## config.mk

```make
export PLATFORM = sky130hd
export DESIGN_NAME = prefix_adder_pipe
export DESIGN_NICKNAME = d
export VERILOG_FILES = /design/src/rtl/prefix_adder_pkg.sv /design/src/rtl/prefix_adder_pipe_level.sv /design/src/rtl/prefix_adder_pipe.sv
export SDC_FILE = /design/constraint.sdc
export NUM_CORES = 1
export LEC_CHECK = 0
export ABC_AREA = 0
export ABC_CLOCK_PERIOD_IN_PS = 2300
export CORE_AREA = 2 2 125 127
export CTS_CLUSTER_DIAMETER = 200
export DETAILED_ROUTE_END_ITERATION = 8
export DIE_AREA = 0 0 127 129
export PLACE_DENSITY = 0.81
export SLEW_MARGIN = 20
export SYNTH_ARGS = -nofsm -noshare
export SYNTH_HDL_FRONTEND = slang
export SYNTH_SLANG_ARGS = --single-unit
```

## constraint.sdc

```tcl
create_clock -name clk -period 2.3 [get_ports clk]
set_clock_uncertainty 0.1 [all_clocks]
set_input_delay 0.23 -clock clk [delete_from_list [all_inputs] [get_ports clk]]
set_output_delay 0.23 -clock clk [all_outputs]
set_load 0.02 [all_outputs]
```

## src/rtl/prefix_adder_pkg.sv

```systemverilog
// Shared types and helpers for the pipelined Sklansky prefix adder.
package prefix_adder_pkg;

  // Generate/propagate pair carried through the prefix tree.
  typedef struct packed {
    logic g;
    logic p;
  } gp_t;

  // Ceiling log2 for elaboration-time sizing (arguments 2..64).
  function automatic int clog2(input int v);
    int r;
    r = 0;
    while ((1 << r) < v) r++;
    return r;
  endfunction

  // Prefix operator: hi is the more significant group, lo the adjacent lower one.
  function automatic gp_t gp_comb(input gp_t hi, input gp_t lo);
    gp_t r;
    r.g = hi.g | (hi.p & lo.g);
    r.p = hi.p & lo.p;
    return r;
  endfunction

endpackage

```

## src/rtl/prefix_adder_pipe_level.sv

```systemverilog
// One registered Sklansky prefix level; h and c0 ride along untouched.
module prefix_level
  import prefix_adder_pkg::*;
#(
  parameter int WIDTH = 16,
  parameter int K     = 1
) (
  input  logic                  clk,
  input  logic                  i_en,
  input  gp_t [WIDTH-1:0]       i_gp,
  input  logic [WIDTH-1:0]      i_h,
  input  logic                  i_c0,
  output gp_t [WIDTH-1:0]       o_gp,
  output logic [WIDTH-1:0]      o_h,
  output logic                  o_c0
);

  gp_t [WIDTH-1:0] w_gp;

  // Bits with bit (K-1) set absorb the group ending just below their 2^(K-1)-aligned block.
  for (genvar i = 0; i < WIDTH; i++) begin : g_bit
    if (((i >> (K-1)) & 1) == 1) begin : g_comb
      localparam int J = ((i >> (K-1)) << (K-1)) - 1;
      assign w_gp[i] = gp_comb(i_gp[i], i_gp[J]);
    end else begin : g_pass
      assign w_gp[i] = i_gp[i];
    end
  end

  // Stage register, frozen with the rest of the pipe when the output stalls.
  always_ff @(posedge clk) begin
    if (i_en) begin
      o_gp <= w_gp;
      o_h  <= i_h;
      o_c0 <= i_c0;
    end
  end

endmodule

```

## src/rtl/prefix_adder_pipe.sv

```systemverilog
// Pipelined Sklansky adder/subtractor: operand stage, LEVELS prefix stages,
// sum stage. One global enable stalls the whole pipe from the output side.
module prefix_adder_pipe
  import prefix_adder_pkg::*;
#(
  parameter int WIDTH = 16
) (
  input  logic             clk,
  input  logic             rst,
  input  logic             in_valid,
  output logic             in_ready,
  input  logic [WIDTH-1:0] x,
  input  logic [WIDTH-1:0] y,
  input  logic             cin,
  input  logic             sub,
  output logic             out_valid,
  input  logic             out_ready,
  output logic [WIDTH-1:0] s,
  output logic             cout,
  output logic             ovf
);

  localparam int LEVELS = clog2(WIDTH);
  localparam int LAT    = LEVELS + 2;

  logic                 w_en;
  logic [WIDTH-1:0]     w_y;
  logic                 w_c0;
  gp_t  [WIDTH-1:0]     w_gp_in;
  logic [WIDTH-1:0]     w_gl;
  logic [LAT-1:0]       r_vld_pipe;

  gp_t  [WIDTH-1:0]     r_gp0;
  logic [WIDTH-1:0]     r_h0;
  logic                 r_c0;

  gp_t  [WIDTH-1:0]     w_gp [LEVELS+1];
  logic [WIDTH-1:0]     w_h  [LEVELS+1];
  logic                 w_cc [LEVELS+1];

  assign w_en      = ~out_valid | out_ready;
  assign in_ready  = w_en;
  assign out_valid = r_vld_pipe[LAT-1];
  assign w_y       = sub ? ~y : y;
  assign w_c0      = sub | cin;

  // Bit 0 absorbs the carry-in as a virtual bit -1 (g=c0, p=0), so every
  // final G[i] is the true carry into bit i+1 with no extra prefix level.
  always_comb begin
    for (int i = 0; i < WIDTH; i++) begin
      w_gp_in[i].g = x[i] & w_y[i];
      w_gp_in[i].p = x[i] | w_y[i];
    end
    w_gp_in[0].g = (x[0] & w_y[0]) | ((x[0] | w_y[0]) & w_c0);
    w_gp_in[0].p = 1'b0;
  end

  // Operand stage: per-bit generate/propagate/xor plus effective carry-in.
  always_ff @(posedge clk) begin
    if (w_en) begin
      r_gp0 <= w_gp_in;
      r_h0  <= x ^ w_y;
      r_c0  <= w_c0;
    end
  end

  assign w_gp[0] = r_gp0;
  assign w_h[0]  = r_h0;
  assign w_cc[0] = r_c0;

  for (genvar k = 1; k <= LEVELS; k++) begin : g_lvl
    prefix_level #(.WIDTH(WIDTH), .K(k)) u_lvl (
      .clk  (clk),
      .i_en (w_en),
      .i_gp (w_gp[k-1]),
      .i_h  (w_h[k-1]),
      .i_c0 (w_cc[k-1]),
      .o_gp (w_gp[k]),
      .o_h  (w_h[k]),
      .o_c0 (w_cc[k])
    );
  end

  // Group generates out of the last level are the carries.
  always_comb begin
    for (int i = 0; i < WIDTH; i++) w_gl[i] = w_gp[LEVELS][i].g;
  end

  // Sum stage: carry into bit i is c0 for bit 0, else G[i-1].
  always_ff @(posedge clk) begin
    if (rst) begin
      s    <= '0;
      cout <= 1'b0;
      ovf  <= 1'b0;
    end else if (w_en) begin
      s    <= w_h[LEVELS] ^ {w_gl[WIDTH-2:0], w_cc[LEVELS]};
      cout <= w_gl[WIDTH-1];
      ovf  <= w_gl[WIDTH-1] ^ w_gl[WIDTH-2];
    end
  end

  // Valid shift register; bubbles travel as zeros, everything holds on stall.
  always_ff @(posedge clk) begin
    if (rst)       r_vld_pipe <= '0;
    else if (w_en) r_vld_pipe <= {r_vld_pipe[LAT-2:0], in_valid};
  end

endmodule

```

# After elaboration in Yosys (flattened, before gate mapping)
# Index checks and enable logic that the tools add are counted.
[op_classes]
n_mux = 1
bitwise_logic = 122
[ops]
columns = ["op", "count"]
rows = [
  ["$and 1x1->1", 66],
  ["$or 1x1->1", 51],
  ["$xor 16x16->16", 2],
  ["$mux 16", 1],
  ["$not 16->16", 1],
  ["$not 1->1", 1],
  ["$xor 1x1->1", 1],
]
[word_totals]
inputBits = 38
ff_bits = 238
out_inout_bits = 20
word_cells = 266

# Depth between registers and ports, before layout
[logic_depth]
word_depth = 5
depth_mapped = 6
depth_no_buf = 5

# Cells and area by module
# Synthesis repeated with hierarchy kept, for this count alone.
[unflattened]
cells_unflattened = 514
hier_area_um2 = 9575.4
[modules_own_cells]
columns = ["module", "seq_area_each_um2", "area_per_inst_um2", "cells_each", "n_inst"]
rows = [
  ["prefix_adder_pipe", 1921.8, 3230.6, 253, 1],
  ["prefix_level (g_lvl[2].u_lvl ...)", 1471.4, 1581.5, 65, 2],
  ["prefix_level (g_lvl[4].u_lvl)", 1471.4, 1592.8, 66, 1],
  ["prefix_level (g_lvl[1].u_lvl)", 1471.4, 1589.0, 65, 1],
]

# Least setup slack after synthesis
# No wires, ideal clock.
[synth_timing]
kind = "register to register"
start = "register r_vld_pipe[5]"
end = "register g_lvl[1].u_lvl.o_c0 (enable)"
path_buffers = 2
t_required_ns = 1.799
synth_period_minus_slack_ns = 2.190
setup_slack_ns = 0.110
path_stages_with_launch = 5
t_arrival_ns = 1.689
setup_time_ns = 0.401
cell_sequence = "dfxtp_1 nor2b_4 buf_6 inv_8 clkbuf_8"
[synth_via]
elab_chain_cells = 2
[synth_rtl]
columns = ["item", "line_no", "rtl"]
rows = [
  ["from (decl)", "prefix_adder_pipe.sv:31", "logic [LAT-1:0] r_vld_pipe;"],
  ["from (signal assigned)", "prefix_adder_pipe.sv:105", "else if (w_en) r_vld_pipe <= {r_vld_pipe[LAT-2:0], in_valid};"],
  ["$not 1->1", "prefix_adder_pipe.sv:41", "assign w_en = ~out_valid | out_ready;"],
  ["$or 1x1->1", "prefix_adder_pipe.sv:41", ""],
  ["named net in_ready", "prefix_adder_pipe.sv:11", "output logic in_ready,"],
  ["to (signal assigned)", "prefix_adder_pipe_level.sv:35", "o_c0 <= i_c0;"],
  ["to (decl)", "prefix_adder_pipe_level.sv:15", "output logic o_c0"],
]
# The timed path passes the listed nets, and every way through them passes these cells.
# A chain may end at the register's enable or synchronous reset.

# Worst setup path in the final report
[layout_timing]
start = "register r_vld_pipe[5]"
end = "output port in_ready"
[layout_via]
elab_chain_cells = 2
[layout_rtl]
columns = ["item", "line_no"]
rows = [
  ["$not 1->1", "prefix_adder_pipe.sv:41"],
  ["$or 1x1->1", "prefix_adder_pipe.sv:41"],
  ["to (decl)", "prefix_adder_pipe.sv:11"],
]
# Every way passes these cells.

==> results.py <==
metrics = {
    "outcome": {
        "outcome": "finished clean",
    },
    "synth": {
        "synth_seq_cells": 238,
        "synth-compound-area-share_pct": 4.85,
        "netlist_area_sq_um": 8560,
        "syn_area_per_cell_sq_um": 18.3,
        "synth_mux_area_share_pct": 0,
        "yosys.area_share.adder_pct": 4.68,
        "netlist_instances": 468,
        "ys_warn_count": 0,
        "synth_top_family_by_area": "compound AO/OA/AOI/OAI gates",
        "yosys.area_share.xor_xnor_pct": 3.38,
        "yosysSeqAreaShare_pct": 80.7,
        "yosys.area_share.simple_pct": 3.07,
        "syn_nets": 538,
        "yosys.cell_types.count": 22,
    },
    "clock_network": {
        "post_cts_resized": 0,
        "post_cts_buffers": 0,
        "clk_latency_ns": 0.49,
        "path_clk_slew_ns": 0.06,
        "cts_buffers": 22,
        "clock_path_buffers": 3,
        "cts_root_buf": "clkbuf_16",
        "cts.sinks": 238,
        "cts_hold_buf": 0,
        "cts_tree": "yes",
        "htreeDepth": 1,
    },
    "timing": {
        "max_freq_mhz": 472,
        "setup_tns_ns": 0,
        "period_minus_slack_ns": 2.12,
        "slew_viol_final": 0,
        "setup_viol": 0,
        "fin_crit_sh_pct": 92.2,
        "slew_headroom_pct": 74.1,
        "worst_pin_slew_ns": 0.389,
        "rsz0062_at_grt": "no",
        "finalHoldViolations": 0,
        "fin_ws_ns": 0.180,
    },
    "floorplan": {
        "initial_utilization_pct": 57.2,
        "die_x_um": 127,
        "dieHeight_um": 129,
        "io-pin-count": 58,
        "fp-row-count": 45,
        "core_sq_um": 15000,
        "dieArea_sq_um": 16400,
    },
    "cells_and_area": {
        "num-fill-cells": 942,
        "syn_to_final_growth_pct": 18.1,
        "drive_above_1_share_pct": 9.79,
        "final_nets": 617,
        "diodes": 0,
    },
    "routing": {
        "dr.first_iter.drc_count": 272,
        "dr_total_vias": 3720,
        "drc_errors": 0,
        "avgRoutedWirePerCell_um": 15.1,
        "routed_wl_um": 11400,
        "postRouteAntennaNets": 0,
        "avgViaCountPerCell": 4.96,
        "firstDrtPassIters": 5,
    },
    "job": {
        "cap_violations": 0,
    },
    "pwr": {
        "vdd_drop_max_uv": 678,
        "power_density_nw_per_um2": 983,
        "p_leak_nw": 3.99,
    },
    "place": {
        "dp_slack_ns": 0.246,
        "gp_congestion": 0.717,
        "post-dp-hpwl_um": 6830,
        "portBuffers": 57,
    },
    "critical_path": {
        "worst_setup_path_end_kind": "output pin",
        "crit_type": "flop to output pin",
        "ff2ff_setup_slack_ns": 0.62,
        "required_ns": 1.97,
        "startpoint_type": "flop",
        "cp.arrival_ns": 1.79,
        "cp_max_fo": 8,
    },
    "global_routing": {
        "grt_pass1_wl_um": 18400,
        "grt_usage_pct": 14.4,
        "antenna_found_initial": 0,
        "grt_pass1_vias": 3725,
        "grt_max_degree": 80,
        "overflow": 0,
    },
    "worst_hold_path": {
        "hold_class": "primary input to flop",
    },
}
[critical path: stages, from the launching register on]
cell and delay, ns:
dfxtp_1 0.33, nor2b_4 0.30, inv_8 0.04, clkdlybuf4s50_1 0.63
[final cells by class]
type	count	area, sq um	share of cell area (%)
Inverter	49	191	1.89
Clock inverter	14	158	1.56
Clock buffer	25	583	5.77
Multi-Input combinational cell	171	1370	13.5
Tap cell	188	235	2.33
Timing Repair Buffer	65	668	6.61
Sequential cell	238	6910	68.3
[registers in the layout, indices dropped and copies added, names as in the netlist, 4 cells and up]
register,cells
g_lvl.u_lvl.o_gp,98
g_lvl.u_lvl.o_c0,4
r_h0,16
s,16
r_vld_pipe,6
g_lvl.u_lvl.o_h,64
r_gp0,31
[layer usage]
metal | part of all wire (%) | global-route usage [%] | vias to the layer above | routed length (um)
li1 | - | - | 1834 | -
met1 | 43 | 18.8 | 1774 | 4840
met2 | 50 | 24.2 | 93 | 5680
met3 | 4.7 | 2.79 | 19 | 532
met4 | 2.7 | 6.27 | 0 | 304
met5 | 0 | 0 | - | 0
[placed cells by master, fill, tap and decap left out, types with 2 or more instances in the layout]
master,netlist,final
clkinvlp_4,0,2
clkbuf_16,0,23
a211oi_1,15,15
edfxtp_1,214,214
buf_12,1,3
a21o_1,33,33
clkinv_1,0,3
inv_1,48,48
bufinv_16,0,3
a211oi_2,2,2
and2_1,17,17
a21oi_1,6,6
buf_4,2,5
ha_1,32,32
nand2_1,12,12
xor2_1,2,2
clkdlybuf4s50_1,0,57
clkinv_2,0,5
clkbuf_1,3,2
nor2_2,8,8
nor2_1,11,11
dfxtp_1,24,24
xnor2_1,31,31
[report_power, final]
group | total, W | internal, W | switching (W)
combinational | 0.000667 | 0.000379 | 0.000288
sequential | 0.00565 | 0.00539 | 0.000259
clock | 0.00362 | 0.00217 | 0.00145
[synthesized netlist by cell type (all sizes together)]
| cell type | instances | area share, % |
|---|---|---|
| inv | 49 | 2.2 |
| nor2 | 19 | 1.1 |
| nor2b | 1 | 0.16 |
| xnor2 | 31 | 3.2 |
| xor2 | 2 | 0.20 |
| dfxtp | 24 | 5.6 |
| nand2 | 12 | 0.53 |
| a211oi | 17 | 1.6 |
| edfxtp | 214 | 75 |
| buf | 5 | 0.67 |
| a21oi | 6 | 0.35 |
| clkbuf | 5 | 0.45 |
| and2 | 17 | 1.2 |
| ha | 32 | 4.7 |
| a21o | 33 | 2.9 |
| or2 | 1 | 0.073 |
[path summary, 6_finish.rpt]
check,from,endpoint,cells after the start
worst max-delay path,r_vld_pipe[5],in_ready,3
worst min-delay path,in_valid,r_vld_pipe[0],3
worst max register to register,r_vld_pipe[5],s[12],6
worst min register to register,g_lvl[2].u_lvl.o_h[9],g_lvl[3].u_lvl.o_h[9],0
[stage by stage]
step           cell area (sq um)  util (%)  hold WS [ns]  std cells  total power (W)
6_report                   10100      67.5         0.233        750          0.00994
5_1_grt                    10100      67.5         0.246        750           0.0103
4_1_cts                    10100      67.5         0.229        750           0.0101
3_5_place_dp                9370      62.6         0.305        711          0.00640
3_3_place_gp                9370      62.6         0.300        711          0.00632
2_1_floorplan               8560         -         0.195        468          0.00604
[cell families after synthesis]
logic type / Yosys count
AO/OA/AOI/OAI: 56
XOR/XNOR: 33
adder cells (fa/ha/maj): 32
buffers and inverters: 59
flip-flops: 238
AND/OR/NAND/NOR: 50
No activity file was read; power rests on OpenSTA's default activity.
